===== config.mk =====
export PLATFORM = sky130hd
export DESIGN_NAME = capture_mem_reader
export DESIGN_NICKNAME = d
export VERILOG_FILES = /design/src/rtl/capture_mem_reader.sv
export SDC_FILE = /design/constraint.sdc
export NUM_CORES = 1
export LEC_CHECK = 0
export BUFFER_PORTS_ARGS = -buffer_cell sky130_fd_sc_hd__buf_4
export CORE_UTILIZATION = 34
export DETAILED_ROUTE_END_ITERATION = 10
export GPL_TIMING_DRIVEN = 0
export REMOVE_ABC_BUFFERS = 1
export SYNTH_ARGS = -nofsm -noshare
export SYNTH_HDL_FRONTEND = slang
export SYNTH_SLANG_ARGS = --single-unit

===== constraint.sdc =====
create_clock -name clk_50 -period 3.4 [get_ports clk_50]
set_clock_uncertainty 0.2 [all_clocks]
set_input_delay 0.68 -clock clk_50 [delete_from_list [all_inputs] [get_ports clk_50]]
set_output_delay 0.68 -clock clk_50 [all_outputs]
set_load 0.01 [all_outputs]

===== src/rtl/capture_mem_reader.sv =====
// capture_mem_reader: reads one captured frame from acquisition RAM onto a valid/ready stream.
// Optional feature: define CMR_DECIMATE_EN for a 1<<decim_shift address stride.
module capture_mem_reader #(
  parameter int ADDR_W     = 17,
  parameter int DATA_W     = 8,
  parameter int RD_LATENCY = 2,
  parameter int FIFO_DEPTH = 4
) (
  input  logic              clk_50,
  input  logic              reset,
  input  logic              start,
  input  logic              abort,
  input  logic [ADDR_W-1:0] start_addr,
  input  logic [ADDR_W-1:0] pre_trig,
  input  logic [15:0]       frame_len,
  input  logic [2:0]        decim_shift,
  output logic [ADDR_W-1:0] mem_address,
  output logic              mem_clk_en,
  output logic              mem_cs,
  output logic              mem_read,
  input  logic [DATA_W-1:0] mem_rd_data,
  output logic [DATA_W-1:0] out_data,
  output logic              out_valid,
  input  logic              out_ready,
  output logic              out_last,
  output logic              busy,
  output logic              done
);

  localparam int PW = $clog2(FIFO_DEPTH);
  localparam int CW = PW + 2;

  localparam logic [1:0] S_IDLE   = 2'd0;
  localparam logic [1:0] S_LOAD   = 2'd1;
  localparam logic [1:0] S_STREAM = 2'd2;
  localparam logic [1:0] S_DONE   = 2'd3;

  logic [1:0]            state_q, state_d;
  logic [ADDR_W-1:0]     rd_addr_q, rd_addr_d;
  logic [ADDR_W-1:0]     stride_q, stride_d;
  logic [15:0]           issue_cnt_q, issue_cnt_d;
  logic [15:0]           deliver_cnt_q, deliver_cnt_d;
  logic [RD_LATENCY-1:0] pipe_q, pipe_d;
  logic [PW:0]           occ_q, occ_d;
  logic [PW-1:0]         wr_ptr_q, wr_ptr_d;
  logic [PW-1:0]         rd_ptr_q, rd_ptr_d;
  logic [DATA_W-1:0]     fifo_q [FIFO_DEPTH];

  logic [CW-1:0]         inflight;
  logic                  issue;
  logic                  push;
  logic                  pop;

`ifdef CMR_DECIMATE_EN
  logic [ADDR_W-1:0] stride_in;
  assign stride_in = ADDR_W'(1) << decim_shift;
`else
  logic [ADDR_W-1:0] stride_in;
  logic              unused_decim;
  assign stride_in    = ADDR_W'(1);
  assign unused_decim = ^decim_shift;
`endif

  // Count reads still travelling through the RAM pipeline.
  always_comb begin
    inflight = '0;
    for (int i = 0; i < RD_LATENCY; i++) begin
      inflight = inflight + CW'(pipe_q[i]);
    end
  end

  // Issue only with a FIFO slot reserved for every outstanding read.
  assign issue = (state_q == S_STREAM) && (issue_cnt_q != 16'd0) &&
                 ((CW'(occ_q) + inflight) < CW'(FIFO_DEPTH));
  assign push  = pipe_q[RD_LATENCY-1];
  assign pop   = out_valid & out_ready;

  assign mem_address = rd_addr_q;
  assign mem_read    = issue;
  assign mem_cs      = issue;
  assign mem_clk_en  = issue;

  assign out_valid = (occ_q != '0);
  assign out_data  = out_valid ? fifo_q[rd_ptr_q] : '0;
  assign out_last  = out_valid && (deliver_cnt_q == 16'd1);
  assign busy      = (state_q != S_IDLE);
  assign done      = (state_q == S_DONE);

  // Next-state logic for the readout FSM, counters and FIFO pointers.
  always_comb begin
    state_d       = state_q;
    rd_addr_d     = rd_addr_q;
    stride_d      = stride_q;
    issue_cnt_d   = issue_cnt_q;
    deliver_cnt_d = deliver_cnt_q;
    pipe_d        = RD_LATENCY'({pipe_q, issue});
    occ_d         = occ_q + (PW+1)'(push) - (PW+1)'(pop);
    wr_ptr_d      = wr_ptr_q + PW'(push);
    rd_ptr_d      = rd_ptr_q + PW'(pop);
    unique case (state_q)
      S_IDLE: begin
        if (start) begin
          state_d       = S_LOAD;
          rd_addr_d     = start_addr - pre_trig;
          stride_d      = stride_in;
          issue_cnt_d   = frame_len;
          deliver_cnt_d = frame_len;
        end
      end
      S_LOAD: begin
        state_d = (deliver_cnt_q == 16'd0) ? S_DONE : S_STREAM;
      end
      S_STREAM: begin
        if (issue) begin
          rd_addr_d   = rd_addr_q + stride_q;
          issue_cnt_d = issue_cnt_q - 16'd1;
        end
        if (pop) begin
          deliver_cnt_d = deliver_cnt_q - 16'd1;
          if (deliver_cnt_q == 16'd1) state_d = S_DONE;
        end
      end
      S_DONE: begin
        state_d = S_IDLE;
      end
      default: state_d = S_IDLE;
    endcase
    if (abort) begin
      state_d  = S_IDLE;
      pipe_d   = '0;
      occ_d    = '0;
      wr_ptr_d = '0;
      rd_ptr_d = '0;
    end
  end

  // Control state registers with synchronous reset.
  always_ff @(posedge clk_50) begin
    if (reset) begin
      state_q       <= S_IDLE;
      rd_addr_q     <= '0;
      stride_q      <= '0;
      issue_cnt_q   <= '0;
      deliver_cnt_q <= '0;
      pipe_q        <= '0;
      occ_q         <= '0;
      wr_ptr_q      <= '0;
      rd_ptr_q      <= '0;
    end else begin
      state_q       <= state_d;
      rd_addr_q     <= rd_addr_d;
      stride_q      <= stride_d;
      issue_cnt_q   <= issue_cnt_d;
      deliver_cnt_q <= deliver_cnt_d;
      pipe_q        <= pipe_d;
      occ_q         <= occ_d;
      wr_ptr_q      <= wr_ptr_d;
      rd_ptr_q      <= rd_ptr_d;
    end
  end

  // Capture returning RAM data into the prefetch FIFO.
  always_ff @(posedge clk_50) begin
    if (push) fifo_q[wr_ptr_q] <= mem_rd_data;
  end

endmodule

==> reports/summary.md, run 1 <==
CTS built an H-tree with a depth of 3. The family with the most delay on the worst path was simple AND/OR/NAND/NOR gates. Buffers inserted to repair hold after CTS numbered 0.

The count of nets left with antenna violations once routing finished came out at 0. The fraction of the yosys area taken by sequential cells came out at 0.380. For the final max-slew violation count, the log shows 0.

The tree is rooted in a clkbuf_16. The layout cell share with drive strength beyond 1 was 0.190. The tools report the critical path startpoint as deliver_cnt_q[8]. The via count of the first global-routing pass came out at 4860.

For the core area, the log shows 16500 um^2. The initial antenna violation count was 0. The worst hold path class is flop to flop. The worst setup path is launched from a flop. For the length of the first detailed-routing pass in iterations, the log shows 5. The slowest stage of the critical path is the or4_4 cell.

The clock sink count is 93, and the mean cell area of the mapped netlist is 8.50 um^2. Highest achievable clock rate: 304 MHz. At the end of routability-driven placement, the weighted congestion stood at 0.798.

The run gives 973 as the number of cells in the finished layout apart from fillers. Buffers inserted during clock tree synthesis total 9. The run gives 9990 um as the total half-perimeter wirelength after legalization and detailed placement.

The run finished with clean final reports. TritonCTS built the clock tree. In the routed layout, each cell is associated on average with a via count of 5.32. The count of buffers added on input and output ports is 94.

The completed layout was analyzed and its total power is 2.94 mW. The share of synthesized registers carrying an async set or reset is 0, and the number of failing setup endpoints in the final timing report is 0. In this run the critical register-to-register path is launched from state_q[0]. The mapped netlist covers 5750 um^2.

The first routing iteration left 388 violations. Pin placement for this block handled 98 I/O pins. The logs give 0.348 for the starting utilization of the core area and 0 for the leftover overflow at the end of global routing. Hold violation total from the final report: 0.

In the final design database the tool counted 850 nets. The worst path buffer plus inverter count was 1; the number of violations of the max-capacitance limit was 0. The die is 132 um wide.

At the pin with the least slew margin, the transition time is 0.838 ns. Endpoint required time on the critical path: 2.52 ns. The maximum fanout encountered on the critical timing path was 7; the number of warning messages in the yosys log was 0. The final worst-path cycle share was 0.967. The smallest hold slack came out at 0.275 ns. The library cells used most frequently in the layout, excluding fill and tap cells, are buf_4 (95), nand2_1 (68), nor2_1 (63), dfxtp_1 (61), a21oi_1 (56).

The floorplan has 47 rows. The final critical delay including setup and external delays came out at 3.29 ns. The critical path is of the flop to primary output type. Leading cell type in the layout, fill and taps excluded: buf_4. Summed over all layers, the routed wires come to 15000 um.

Among all flip-flop cells after synthesis, the most frequent one is dfxtp_1. After synthesis the netlist holds a flip-flop and latch count of 93. Setup repair after global routing left no endpoint under its margin. The normalized max-slew margin came out at 0.436. The critical path goes through or3_4, or4_4, nor4_4, nand3_2, and2b_2, buf_4. Counting along the longest clock path gives a buffer depth of 2. For this design the static power due to leakage is 2.76 nW. Clock latency on the worst-skew pair, taken at its later pin, is 0.35 ns. The global-route wire length before repair is 24500 um, and the worst ir drop on vdd is 241 uV. The critical path data arrival time is 2.41 ns, and the worst stage delay on the critical path is 0.47 ns.

After clock tree synthesis, the clock-pin slew on the worst setup and hold paths is 0.07 ns. The total track usage came out at 0.175. Synthesis produced 676 cells. Dividing total power by cell area gives a power density of 421 nW/um^2.

The tools report the total via count after detailed routing as 5173. After detailed placement, the design holds a cell count of 954. Entering global routing, the biggest net connects 58 pins. The die footprint is 17400 um^2. The run gives 0 as the post-route DRC violation count.

STA classifies the critical path endpoint as a primary output. The die is 132 um tall. The synthesized design spends more area on one cell type than any other, namely dfxtp_1.

The fraction of post-synthesis cell area in the top cell type by area is 0.212. Counting distinct cell types in the post-synthesis netlist gives 65. Ranked by total cell area, the synthesized netlist is headed by dfxtp_1 (21%), edfxtp_1 (17%), ha_1 (7.4%). The startpoint identified for the worst hold timing path is issue_cnt_q[15]. 0 antenna diodes ended up in the layout. The synthesis-to-finish area growth came out at 21.7%.

The number of enable-type register cells in the synthesized netlist is 32, and the per-cell routed wire length is 15.4 um.
[worst register-to-register path: cells and delay by family (launching register included)]
kind / cells / cell delay, ns
DFF: 1 / 0.34
adders and majority gates: 1 / 0.30
AOI/OAI and AO/OA: 3 / 0.90
buffers and inverters: 1 / 0.19
and+or+nand+nor: 3 / 0.81
[metrics by stage]
step	setup TNS [ns]	instance area, um^2	setup WS [ns]	utilization
floorplan	-61.95	5600	-1.62	-
global placement	-176.83	6580	-4.00	0.398
detailed placement	-61.53	6610	-1.79	0.400
CTS	0	6940	0.00683	0.420
global route	0	6990	0.0180	0.423
finish	0	6990	0.112	0.423
[per-layer routing]
layer  wire [um]  global-route usage  vias to the layer above
met5           0                   0                        -
met1        7200               0.234                     2404
met4         235              0.0497                        0
li1            -                   -                     2623
met2        6860               0.290                      127
met3         663              0.0304                       19
[logic make-up (layout without fill, tap and decap cells)]
logic type | count (synthesis) | after routing | share of synthesized area
and+or+nand+nor | 260 | 260 | 0.223
buffers and inverters | 74 | 151 | 0.0505
muxes | 11 | 11 | 0.0366
DFF | 93 | 93 | 0.380
AOI/OAI and AO/OA | 187 | 187 | 0.206
xor gates and xnor gates | 15 | 15 | 0.0229
adders and majority gates | 36 | 36 | 0.0810
[final cells by class]
cell class                 count  area (um^2)
fill                        1670         9530
multi-input combinational    509         3330
sequential                    93         2180
timing repair buffer          98          776
tap                          220          275
clock buffer                  10          229
inverter                      37          146
clock inverter                 6         53.8
[sequential cells by signal, summed over array words and instances, names as in the netlist]
register,flops
deliver_cnt_q,16
fifo_q,32
issue_cnt_q,16
mem_address,17
occ_q,3
pipe_q,2
rd_ptr_q,2
state_q,2
stride_q,1
wr_ptr_q,2
[cells in the mapped netlist (3+ instances only)]
library cell  instances
a211oi_1             15
o32ai_1               4
a22oi_1               3
inv_1                36
nor3_1               34
o22ai_1               7
a21o_1                6
a221oi_1              4
xnor2_1               9
clkbuf_1             29
o21bai_1              3
and3_1                4
xor2_1                6
o21ai_0              44
mux2i_1               3
or4_1                 5
a21oi_1              57
a2111oi_0             5
o31ai_1               5
dfxtp_1              61
nand4_1               7
and2_1               15
o21a_1                6
o2bb2ai_1             3
nor2_1               63
buf_2                 4
nor2b_1               7
nand2b_1              7
a31oi_1               6
or2_2                 3
or3_1                 6
ha_1                 34
nor4_1                9
edfxtp_1             32
nand3_1              21
mux4_2                8
a311oi_1              3
nand2_1              68
[power breakdown]
part	switching, mW	internal [mW]	total, mW
Sequential	0.0822	1.22	1.30
Combinational	0.374	0.295	0.669
Clock	0.466	0.511	0.977
Total	0.922	2.02	2.94
[timing repair]
item	CTS	global route
pin swaps	0	1
endpoints found under the setup margin	46	28
buffers inserted	1	2
gates resized for setup	6	3
[final timing paths]
check                    end  slack [ns]  cells past startpoint
max reg2reg  mem_address[12]        0.55                      8
max                 out_last        0.11                      6
min          issue_cnt_q[15]        0.27                      2
min reg2reg  issue_cnt_q[15]        0.27                      2
(Power assumes the default switching activity.)
==> run 2, diff against run 1 <==
--- a/config.mk
+++ b/config.mk
@@ -6,7 +6,7 @@
 export NUM_CORES = 1
 export LEC_CHECK = 0
 export BUFFER_PORTS_ARGS = -buffer_cell sky130_fd_sc_hd__buf_4
-export CORE_UTILIZATION = 34
+export CORE_UTILIZATION = 40
 export DETAILED_ROUTE_END_ITERATION = 10
 export GPL_TIMING_DRIVEN = 0
 export REMOVE_ABC_BUFFERS = 1
==> reports/summary.md, run 2 (synthesis results as in run 1) <==
The run finished with clean final reports. Number of failing setup endpoints in the final timing report: 0 (unchanged). For the placer congestion estimate, the log shows 0.882 (+11%). The top cell types in the final layout, fill and taps aside, are buf_4 (94), nand2_1 (68), nor2_1 (63), dfxtp_1 (61), a21oi_1 (56).

Category of the worst setup path launch point: a flop. The hold violation total from the final report is 0 (unchanged). The via count of the first global-routing pass is 4990 (+2.7%). The run gives 10400 um (+4.3%) as the total half-perimeter wirelength after legalization and detailed placement. The capture point of the worst reg-to-reg path is mem_address[12].

The tools report the worst ir drop on vdd as 243 uV (+0.87%). The power density over cell area works out to 438 nW/um^2 (+4.0%). For the initial DRC count, the log shows 468 (+21%). The library cell used most frequently in the layout, excluding fill and tap cells, is buf_4. Number of flip-flops under the largest register name: 32 (unchanged). STA classifies the critical path endpoint as a primary output.

The run gives 14900 um (-0.38%) as the total wire length after detailed routing. The register containing the most flip-flops in the final layout was fifo_q. Worst path buffer plus inverter count: 1 (unchanged).

Met2 capacity usage during global routing: 0.334 (+0.0445). The number of top-level pins came out at 98 (unchanged). The logs give 0.0454 (+0.0150) for the met3 usage in global routing and 2.76 nW (-0.13%) for the static leakage. For the number of buffers created by CTS, the log shows 9 (unchanged).

The maximum fanout encountered on the critical timing path is 7 (unchanged). The total via count after detailed routing is 5289 (+2.2%), and the global-route wire length before repair is 24300 um (-0.96%). The number of cells on the worst hold path is 2 (unchanged).

Root buffer selected by CTS: clkbuf_16. The start point of the worst hold path is issue_cnt_q[4]. The largest net degree at the start of global routing was 58 (unchanged); the starting utilization of the core area was 0.412 (+0.0647).

The layer with the highest usage was met2. The via-per-instance ratio works out to 5.68 (+6.9%). The worst hold path terminates at issue_cnt_q[4].

From synthesis to final layout, the design area changed by 20.5%. Among cell families on the critical path, the largest total delay comes from simple AND/OR/NAND/NOR gates. For the final total power, the log shows 3.03 mW (+3.1%).

The tools report the post-detailed-route count of antenna-violating nets as 0 (unchanged). Per-cell routed wire length: 16.0 um (+4.1%). The tools report the post-route DRC violation count as 0 (unchanged). The run gives 0 (unchanged) as the leftover overflow at the end of global routing.

The min-delay analysis places its worst path in the category flop to flop. The clock transition at the registers of the reported paths works out to 0.07 ns (about the same). The latest clock arrival within the worst-skew pair was 0.35 ns (about the same); the normalized max-slew margin was 0.407 (-0.0284). The tools report the launch instance of the worst register-to-register path as state_q[0]. For the total track usage, the log shows 0.207 (+0.0320). The total number of H-tree levels is 3 (unchanged), and the number of cells on the worst reg-to-reg path is 8 (unchanged). The run gives 306 MHz (+0.64%) as the highest achievable clock rate. The number of core rows was 43 (-8.5%); the critical path data arrival time was 2.39 ns (-0.02 ns).

Final critical delay including setup and external delays: 3.27 ns (-0.0208 ns). The number of input and output port buffers inserted works out to 94 (unchanged). Layout net count: 848 (-0.24%). The number of post-CTS setup repair buffers came out at 0 (-1). The tools report the post-detailed-placement cell area as 6570 um^2 (-0.59%). Number of buffers on the longest clock path: 2 (unchanged). The slowest stage cell on the critical path is or4_4.

The run gives 93 (unchanged) as the clock sink count. Start-to-end type of the worst setup path: flop to primary output. Setup repair after global routing left no endpoint under its margin. The vertical die dimension is 122 um (-7.7%). The core area came out at 13900 um^2 (-16%). The worst-margin pin slew is 0.881 ns (+0.0422 ns), and the met1 layer usage reported by global route is 0.274 (+0.0401). The final max-slew violation count was 0 (unchanged). The length of the first detailed-routing pass in iterations is 6 (+1). The critical path goes through or3_4, or4_4, nor4_4, nand3_2, and2b_2, buf_4.

The run gives 2.52 ns (about the same) as the endpoint required time on the critical path. The logs give 6930 um^2 (-0.95%) for the final instance area and 0 (unchanged) for the number of antenna diodes. The minimum setup slack among reg-to-reg paths is 0.50 ns (-0.05 ns), and the width of the die is 122 um (-7.7%). The final worst-path cycle share was 0.961 (-0.00611). For the number of violations of the max-capacitance limit, the log shows 0 (unchanged).

Worst stage delay on the critical path: 0.47 ns (about the same). TritonCTS built the clock tree. Layout cell share with drive strength beyond 1: 0.188 (-0.00216).

The die footprint was 14900 um^2 (-15%). For the initial antenna violation count, the log shows 0 (unchanged).
## run 2: final cells by class
class	count	area, um^2
repair buffers	96	737
inverters	37	146
well taps	180	225
fillers	1326	7010
flip-flops and latches	93	2180
clock buffers	10	229
clock inverters	6	76.3
multi-input cells	509	3330
## run 2: per-layer routing
| layer | wire (um) | share of wire |
|---|---|---|
| met5 | 0 | 0 |
| met1 | 6910 | 0.46 |
| met3 | 896 | 0.060 |
| met4 | 171 | 0.011 |
| met2 | 6920 | 0.46 |
## run 2: how the worst max path moves through the flow
| stage | start | endpoint | slack (ns) | cells after the start |
|---|---|---|---|---|
| 2_1_floorplan | state_q[0] | mem_address[12] | -1.62 | 8 |
| 3_3_place_gp | state_q[0] | mem_address[7] | -3.73 | 7 |
| 3_5_place_dp | state_q[0] | mem_address[12] | -1.72 | 8 |
| 4_1_cts | deliver_cnt_q[8] | out_last | 0.05 | 6 |
| 5_1_grt | issue_cnt_q[2] | mem_read | 0.03 | 6 |
| 6_report | deliver_cnt_q[8] | out_last | 0.13 | 6 |
## run 2: metrics by stage
stage	setup WS [ns]	util	std cells	TNS [ns]	hold WS, ns
finish	0.133	0.497	931	0	0.276
global route	0.0326	0.497	931	0	0.292
CTS	0.0455	0.497	931	0	0.274
detailed placement	-1.72	0.471	915	-56.32	0.259
global placement	-3.73	0.468	913	-162.69	0.254
floorplan	-1.62	-	639	-61.95	0.237
## run 2: repair_timing
action | in CTS | in global routing
hold buffers | 0 | 0
gates resized for setup | 8 | 2
endpoints found under the setup margin | 46 | 8
pin swaps | 0 | 1
## run 2: worst reg2reg max path, stage by stage, from the launching register on
cell and delay, ns:
dfxtp_1 0.34, inv_1 0.18, ha_4 0.48, inv_8 0.23
o21ai_2 0.32, a31oi_4 0.36, a31oi_1 0.28, nor2_1 0.06
a2111oi_0 0.34
## run 2: power by group
part | switching, mW | internal (mW) | leakage (nW) | total, mW
logic | 0.378 | 0.290 | 1.82 | 0.669
clock network | 0.477 | 0.587 | 0.150 | 1.06
registers | 0.0853 | 1.22 | 0.791 | 1.30
==> run 3, diff against run 2 <==
--- a/config.mk
+++ b/config.mk
@@ -9,6 +9,7 @@
 export CORE_UTILIZATION = 40
 export DETAILED_ROUTE_END_ITERATION = 10
 export GPL_TIMING_DRIVEN = 0
+export RECOVER_POWER = 100
 export REMOVE_ABC_BUFFERS = 1
 export SYNTH_ARGS = -nofsm -noshare
 export SYNTH_HDL_FRONTEND = slang
==> reports/summary.md, run 3 (synthesis results as in run 1) <==
The flow ran to the end, and the final reports show no timing, DRC or antenna violations. Post-detailed-route count of antenna-violating nets: 0 (unchanged). The via-per-instance ratio is 5.69 (about the same), and the total wire length after detailed routing is 14800 um (-0.35%). The global routing stage identified its most utilized layer as met2. STA classifies the critical path startpoint as a flop.

The vertical die dimension is 122 um (unchanged), and the post-place setup slack is -1.72 ns (unchanged). The area growth from synthesis to layout is 18.1%. The number of top-level pins came out at 98 (unchanged). The starting utilization of the core area was 0.412 (unchanged); the hold violation total from the final report was 0 (unchanged). Via count of the first global-routing pass: 4990 (unchanged). The number of cells in the finished layout apart from fillers was 931 (unchanged).

For the core area, the log shows 13900 um^2 (unchanged). The highest achievable clock rate was 309 MHz (+0.85%); the worst-margin pin slew was 1.38 ns (+0.496 ns). The number of core rows was 43 (unchanged); the total number of H-tree levels was 3 (unchanged). The number of violations of the max-capacitance limit was 0 (unchanged); the clock sink count was 93 (unchanged). For the static leakage, the log shows 2.61 nW (-5.3%). Setup repair after global routing left no endpoint under its margin. The cell-internal power is 2.06 mW (-1.4%).

The leading cell type in the layout, fill and taps excluded is nand2_1. The global-route wire length before repair was 24300 um (unchanged); the number of cells on the worst reg-to-reg path was 8 (unchanged). The tools report the total via count after detailed routing as 5293 (+0.076%). The initial DRC count is 412 (-12%), and the leftover overflow at the end of global routing is 0 (unchanged). Critical path data arrival time: 2.36 ns (-0.03 ns). The number of input and output port buffers inserted came out at 94 (unchanged). Length of the first detailed-routing pass in iterations: 7 (+1). Leaving out fill and tap cells, the most frequent cells in the layout are nand2_1 (68), nor2_1 (63), dfxtp_1 (61), buf_4 (60), a21oi_1 (57).

The initial antenna violation count is 0 (unchanged). Number of antenna diodes: 0 (unchanged). The root buffer selected by CTS is clkbuf_16.

Ranked by flip-flop count, first place goes to fifo_q. The met3 usage in global routing is 0.0454 (unchanged). The total half-perimeter wirelength after legalization and detailed placement is 10400 um (unchanged), and the maximum fanout encountered on the critical timing path is 7 (unchanged). For the number of buffers on the longest clock path, the log shows 2 (unchanged). The final critical delay including setup and external delays was 3.24 ns (-0.0274 ns). The slowest stage cell on the critical path is or4_4.

The run gives 0.213 (-0.007) as the combinational power share. Start-to-end type of the worst setup path: flop to primary output. The normalized max-slew margin came out at 0.0799 (-0.328).

The switching fraction of total power is 0.312 (+0.00176). The number of cells on the worst hold path came out at 2 (unchanged). The critical path goes through or3_4, or4_4, nor4_4, nand3_2, and2b_2, buf_4.

The clock transition at the registers of the reported paths was 0.07 ns (about the same); the post-route DRC violation count was 0 (unchanged). The power density over cell area was 442 nW/um^2 (+0.92%). The endpoint required time on the critical path is 2.52 ns (about the same). The die footprint is 14900 um^2 (unchanged).

The logs give 6790 um^2 (-2.0%) for the final instance area and 0.354 (+0.003) for the share of total power in the clock network. The number of failing setup endpoints in the final timing report is 0 (unchanged), and the instance count after placement with tap cells included is 915 (unchanged). The slack of the critical path was 0.160 ns (+0.0274 ns); the number of flip-flops under the largest register name was 32 (unchanged). The tightest min-delay check is of the flop to flop type. The worst stage delay on the critical path was 0.47 ns (about the same). The sequential fraction of design power was 0.433 (+0.004); the post-detailed-placement cell area was 6570 um^2 (unchanged).

The layout cell share with drive strength beyond 1 works out to 0.142 (-0.0453). The element type at the critical path end was a primary output. The tools report the layout net count as 848 (unchanged). The worst ir drop on vdd was 241 uV (-0.95%); the final worst-path cycle share was 0.953 (-0.00806). For the met2 capacity usage during global routing, the log shows 0.334 (unchanged).

The final max-slew violation count is 0 (unchanged), and the largest net degree at the start of global routing is 58 (unchanged). The per-cell routed wire length was 15.9 um (-0.35%). The tools report the met1 layer usage reported by global route as 0.274 (unchanged).

Hold-fix buffer count after cts: 0 (unchanged). The fill cell instance count of the final layout was 1346 (+1.5%). The run gives 0.882 (unchanged) as the placer congestion estimate.

TritonCTS built the clock tree. The power dissipated by switching net loads was 935 uW (-0.56%); the width of the die was 122 um (unchanged). For the number of buffers created by CTS, the log shows 9 (unchanged). The latest clock arrival within the worst-skew pair is 0.35 ns (about the same), and the total track usage is 0.207 (unchanged).
[run 3: worst paths after layout]
check / slack [ns] / start / endpoint
worst max-delay path: 0.16 / deliver_cnt_q[8] / out_last
worst min register to register: 0.28 / issue_cnt_q[4] / issue_cnt_q[4]
worst min-delay path: 0.28 / issue_cnt_q[4] / issue_cnt_q[4]
worst max register to register: 0.29 / state_q[0] / mem_address[9]
[run 3: per-layer routing]
metal	part of all wire	routed length (um)
met1	0.47	6950
met2	0.46	6880
met5	0	0
met3	0.060	893
met4	0.0084	125
[run 3: metrics by stage]
stage	power (mW)	TNS [ns]	hold WS, ns	util
final	3.00	0	0.276	0.487
after global routing	3.15	0	0.292	0.487
after CTS	3.05	0	0.274	0.497
after detailed placement	1.98	-56.32	0.259	0.471
after global placement	1.96	-162.69	0.254	0.468
after floorplan	1.72	-61.95	0.237	-
[run 3: repair_timing]
| action | in CTS | in global routing |
|---|---|---|
| buffers inserted | 0 | 0 |
| pin swaps | 0 | 1 |
| resized for setup | 8 | 2 |
| setup endpoints to repair | 46 | 8 |
| cloned | 0 | 0 |
[run 3: final cells by class]
cell class | count | area (um^2) | share of cell area
timing repair buffer | 96 | 614 | 0.0905
inverter | 37 | 146 | 0.0216
sequential | 93 | 2180 | 0.321
multi-input combinational | 509 | 3310 | 0.488
tap | 180 | 225 | 0.0332
clock inverter | 6 | 76.3 | 0.0112
clock buffer | 10 | 229 | 0.0337
[run 3: worst max-delay path: cells and delay by family (launching register included)]
kind                   cells  cell delay (ns)
buffers and inverters      1             0.11
flip-flops                 1             0.36
AND/OR/NAND/NOR            5             1.53
[run 3: power groups by stage]
stage	logic, mW	clock network, mW	registers, mW
after floorplan	0.404	0	1.31
after global placement	0.641	0	1.32
after detailed placement	0.655	0	1.32
after CTS	0.665	1.08	1.30
after global routing	0.713	1.12	1.31
final	0.638	1.06	1.30
